$ cat config.mk
export PLATFORM = sky130hd
export DESIGN_NAME = seq_detect_param
export DESIGN_NICKNAME = d
export VERILOG_FILES = /design/src/rtl/fsm_pkg.sv /design/src/rtl/sat_counter.sv /design/src/rtl/seq_detect_param.sv
export SDC_FILE = /design/constraint.sdc
export NUM_CORES = 1
export LEC_CHECK = 0
export CORE_MARGIN = 4
export CORE_UTILIZATION = 54
export DETAILED_ROUTE_END_ITERATION = 8
export DONT_BUFFER_PORTS = 1
export PLACE_DENSITY = 0.72
export SYNTH_ARGS = -nofsm -noshare
export SYNTH_HDL_FRONTEND = slang
export SYNTH_SLANG_ARGS = --single-unit
$ cat constraint.sdc
create_clock -name clk -period 2 [get_ports clk]
set_input_delay 0.2 -clock clk [delete_from_list [all_inputs] [get_ports clk]]
set_output_delay 0.2 -clock clk [all_outputs]
set_load 0.05 [all_outputs]
$ cat src/rtl/fsm_pkg.sv
// Shared constants for the fsm library: output-mode and overlap selectors
// plus the classic 1001 pattern used as the default target.
package fsm_pkg;

  localparam logic MODE_MEALY = 1'b0;
  localparam logic MODE_MOORE = 1'b1;

  localparam logic OVL_OFF = 1'b0;
  localparam logic OVL_ON  = 1'b1;

  localparam logic [3:0] PAT_1001 = 4'b1001;

endpackage

$ cat src/rtl/sat_counter.sv
// Saturating up-counter with synchronous clear; sat mirrors &cnt and is
// registered together with the count so both change on the same edge.
module sat_counter #(
  parameter int W = 8
) (
  input  logic         clk,
  input  logic         rst,
  input  logic         clr,
  input  logic         inc,
  output logic [W-1:0] cnt,
  output logic         sat
);

  logic [W-1:0] cnt_next;

  always_comb begin
    cnt_next = cnt;
    if (clr) begin
      cnt_next = '0;
    end else if (inc && !(&cnt)) begin
      cnt_next = cnt + W'(1);
    end
  end

  always_ff @(posedge clk or negedge rst) begin
    if (!rst) begin
      cnt <= '0;
      sat <= 1'b0;
    end else begin
      cnt <= cnt_next;
      sat <= &cnt_next;
    end
  end

endmodule

$ cat src/rtl/seq_detect_param.sv
// Serial pattern detector with runtime pattern, overlap and Mealy/Moore
// selection; the fill count keeps reset-zero history from ever matching.
module seq_detect_param
  import fsm_pkg::*;
#(
  parameter int PAT_W = 4,
  parameter int CNT_W = 8
) (
  input  logic             clk,
  input  logic             rst,
  input  logic             en,
  input  logic             n,
  input  logic             clr,
  input  logic [PAT_W-1:0] pattern,
  input  logic             ovl,
  input  logic             moore,
  output logic             d,
  output logic [CNT_W-1:0] match_cnt,
  output logic             cnt_sat
);

  localparam int                FILL_W   = $clog2(PAT_W);
  localparam logic [FILL_W-1:0] FILL_MAX = FILL_W'(PAT_W - 1);

  logic [PAT_W-2:0]  hist;
  logic [PAT_W-2:0]  hist_next;
  logic [FILL_W-1:0] fill;
  logic [FILL_W-1:0] fill_next;
  logic [PAT_W-1:0]  window;
  logic              hit;
  logic              d_q;

  assign window = {hist, n};
  assign hit    = en & ~clr & (fill == FILL_MAX) & (window == pattern);

  // A non-overlapping match restarts from an empty history.
  always_comb begin
    hist_next = hist;
    fill_next = fill;
    if (clr) begin
      hist_next = '0;
      fill_next = '0;
    end else if (en) begin
      if (hit && (ovl == OVL_OFF)) begin
        hist_next = '0;
        fill_next = '0;
      end else begin
        hist_next = window[PAT_W-2:0];
        fill_next = (fill == FILL_MAX) ? fill : fill + FILL_W'(1);
      end
    end
  end

  always_ff @(posedge clk or negedge rst) begin
    if (!rst) begin
      hist <= '0;
      fill <= '0;
      d_q  <= 1'b0;
    end else begin
      hist <= hist_next;
      fill <= fill_next;
      d_q  <= hit;
    end
  end

  assign d = rst & ((moore == MODE_MOORE) ? d_q : hit);

  sat_counter #(
    .W(CNT_W)
  ) u_cnt (
    .clk(clk),
    .rst(rst),
    .clr(clr),
    .inc(hit),
    .cnt(match_cnt),
    .sat(cnt_sat)
  );

endmodule
==> results.sh <==
export IMPL_synth_edff_count=0
export IMPL_leakagePower_nw=0.4419
export IMPL_track_usage=0.1856
export IMPL_crit_required_ps=1800
export IMPL_cpMaxStageDelayCell="dfrtp_1"
export IMPL_gr_total_overflow=0
export IMPL_ys_warn_count=0
export IMPL_max_freq_mhz=519.0
export IMPL_dr_pass1_iters=4
export IMPL_peakVddDrop_v=0.0003406
export IMPL_grt_pass1_wl_um=2987
export IMPL_hold_depth=2
export IMPL_areaGrowthSynthToFinish_pct=23.67
export IMPL_cap_violations=0
export IMPL_synth_top_cell_by_area="dfrtp_1"
export IMPL_comb_power_share=0.087
export IMPL_wl_per_cell_um=15.24
export IMPL_diodes=0
export IMPL_vias=804
export IMPL_netSwitchingFraction=0.2333
export IMPL_cts_max_path_buffers=2
export IMPL_syn_avg_cell_area_um2=8.899
export IMPL_root_buffer="clkbuf_4"
export IMPL_port_buffers=0
export IMPL_drt_vias_per_instance=6.137
export IMPL_numCtsBuffers=3
export IMPL_synth_top_family_by_area="simple AND/OR/NAND/NOR gates"
export IMPL_cp_top_family="simple AND/OR/NAND/NOR gates"
export IMPL_hp_start="n"
export IMPL_start_util=0.5722
export IMPL_dieArea_mm2=0.002322
export IMPL_die_w_um=48.19
export IMPL_period_needed_ps=1927
export IMPL_hold_viol_final=0
export IMPL_finalPower_w=0.0005319
export IMPL_hpwl_um=1384
export IMPL_syn_inst=98
export IMPL_cp_arrival_ps=1730
export IMPL_synth_xor_area_share=0.09039
export IMPL_cts_sinks=15
export IMPL_core_mm2=0.001524
export IMPL_clock_skew_ps=4.331
export IMPL_utilization=0.7077
export IMPL_placed_area_um2=991.0
export IMPL_dr_first_iter_drc_count=23
export IMPL_synth_area_leaders="dfrtp_1 (43%), xnor2_1 (8.0%), nor2_1 (4.7%)"
export IMPL_cp_end_kind="output pin"
export IMPL_antenna_left=0
export IMPL_seq_area_frac_synth=0.4304
export IMPL_post_route_period_util=0.9634
export IMPL_cts_tree="yes"
export IMPL_finalSetupViolCount=0
export IMPL_p_seq_frac=0.586
export IMPL_io_pins=21
export IMPL_htreeDepth=1
export IMPL_regToRegEndpoint="fill[1]"
export IMPL_synth_cell_types=32
export IMPL_ys_ff_latch=15
export IMPL_grt_max_degree=16
export IMPL_hold_path_class="in -> reg"
export IMPL_reg2reg_from="hist[2]"
export IMPL_crit_buf_inv=1
export IMPL_powerDensity_mw_per_mm2=493.2
export IMPL_synth_adder_area_share=0.02869
export IMPL_fin_ws_ps=73.17
export IMPL_rows=14
export IMPL_post_place_ws_ps=84.12
export IMPL_fin_nets=129
export IMPL_clk_latency_ps=280
export IMPL_synth_compound_area_frac=0.1119
export IMPL_cp_cell_sequence="xnor2_1, nand4b_1, or2_4, o21ai_0, and2_1, buf_12"
export IMPL_clk_pin_slew_ps=90
export IMPL_syn_cell_area_um2=872.1
export IMPL_outcome="finished, final reports clean"
export IMPL_power_share_clock=0.326
export IMPL_regToRegSetupSlack_ps=130
export IMPL_synth_area_mux_share=0.02296
export IMPL_p_int_w=0.0004078
export IMPL_reg2regPathDepth=7
export IMPL_gp_congestion=0.7836
export IMPL_holdPathEnd="hist[0]"
export IMPL_drt_total_wl_um=1997
export IMPL_synthesis_nets=111
export IMPL_synthSimpleGateAreaFrac=0.2869
export IMPL_synth_flop_cell="dfrtp_1"
export IMPL_startpoint_type="register"
export IMPL_grt_antenna_before_repair=0
export IMPL_switchingPower_w=0.0001241
export IMPL_post_route_drc_count=0
export IMPL_synth_top_area_share=0.4304
export IMPL_design_area_mm2=0.001079
export IMPL_max_stage_delay_ps=410
export IMPL_synthArstFlopShare=1.000
export IMPL_cp_max_fo=7
export IMPL_grt_pass1_vias=663
export IMPL_maxSlewHeadroom=0.5480
export IMPL_max_slew_worst_pin_slew_ps=675.8
export IMPL_drive_gt1_frac=0.2348
export IMPL_path_class="reg -> out"
export IMPL_num_fill_cells=115
export IMPL_drv_slew=0
export IMPL_die_h_um=48.19
export IMPL_rsz0062_at_grt="true"
## registers in the layout (all words and copies together), names as in the netlist
name and flops:
u_cnt.sat 1, d_q 1, u_cnt.cnt 8, fill 2, hist 3
## repair_timing
action / CTS / global route
pin swaps: 1 / 2
hold buffers: 2 / 0
endpoints found under the hold margin: 28 / 0
endpoints found under the setup margin: 1 / 3
buffers inserted: 2 / 0
gates resized for setup: 1 / 5
## synthesized netlist by cell type, types with 2 or more instances
| library cell | count |
|---|---|
| o21ai_0 | 3 |
| mux2i_1 | 2 |
| inv_1 | 3 |
| ha_1 | 2 |
| nand2_1 | 8 |
| nor3_1 | 7 |
| nand3_1 | 8 |
| nor2_1 | 11 |
| xnor2_1 | 8 |
| a21oi_1 | 5 |
| dfrtp_1 | 15 |
| nand2b_1 | 5 |
| nor2b_1 | 2 |
## through the flow
step           hold WS, ps  TNS (ps)  instances
6_report             49.73         0        131
5_1_grt              60.27    -38.26        131
4_1_cts              46.96         0        131
3_5_place_dp        -95.22         0        123
3_3_place_gp        -95.22         0        123
2_1_floorplan       -95.59         0         98
## cell families after synthesis
group | count (synthesis)
multiplexers | 2
adder cells (fa/ha/maj) | 2
flip-flops | 15
XOR/XNOR | 9
AND/OR/NAND/NOR | 49
buffers and inverters | 6
AO/OA/AOI/OAI | 15
## cell usage in the layout (no fill, tap or decap), types with 2 or more instances in the layout
| cell | Yosys | final |
|---|---|---|
| dfrtp_1 | 15 | 13 |
| buf_4 | 0 | 13 |
| nor2_1 | 11 | 11 |
| nand2_1 | 8 | 8 |
| nand3_1 | 8 | 8 |
| xnor2_1 | 8 | 7 |
| nand2b_1 | 5 | 5 |
| a21oi_1 | 5 | 5 |
| nor3_1 | 7 | 4 |
| inv_1 | 3 | 3 |
| nor3_2 | 0 | 3 |
| o21ai_0 | 3 | 3 |
| clkbuf_4 | 0 | 3 |
| mux2i_1 | 2 | 2 |
| nor2b_1 | 2 | 2 |
| dlygate4sd3_1 | 0 | 2 |
| dfrtp_2 | 0 | 2 |
## per-layer routing
| layer | part of all wire | GRT usage |
|---|---|---|
| met5 | 0 | 0 |
| met4 | 0.016 | 0.06452 |
| met3 | 0.11 | 0.04428 |
| met2 | 0.45 | 0.2578 |
| met1 | 0.42 | 0.2779 |
## cell type report
class,count,area [µm²],area share
Inverter,3,11.26,0.01044
Clock buffer,4,26.28,0.02436
Timing Repair Buffer,16,137.6,0.1276
Sequential cell,15,377.9,0.3503
Tap cell,16,20.02,0.01856
Multi-Input combinational cell,77,505.5,0.4687
## worst max path at each step
stage                       from   endpoint  slack, ps  cells past startpoint
CTS                      hist[0]          d         50                      6
global route             hist[1]          d        -40                      6
detailed placement       fill[0]  u_cnt.sat         80                      6
global placement         hist[1]  u_cnt.sat        120                      7
floorplan           u_cnt.cnt[0]  u_cnt.sat         90                      7
finish                   hist[2]          d         70                      6
## power by group through the flow
stage	Clock (W)	Sequential [W]	Combinational (W)
floorplan	0	0.000318	0.0000270
global placement	0	0.000318	0.0000267
detailed placement	0	0.000318	0.0000283
CTS	0.000178	0.000312	0.0000447
global route	0.000192	0.000313	0.0000518
finish	0.000173	0.000312	0.0000465
Note: power is estimated with default switching activity, not from simulation.
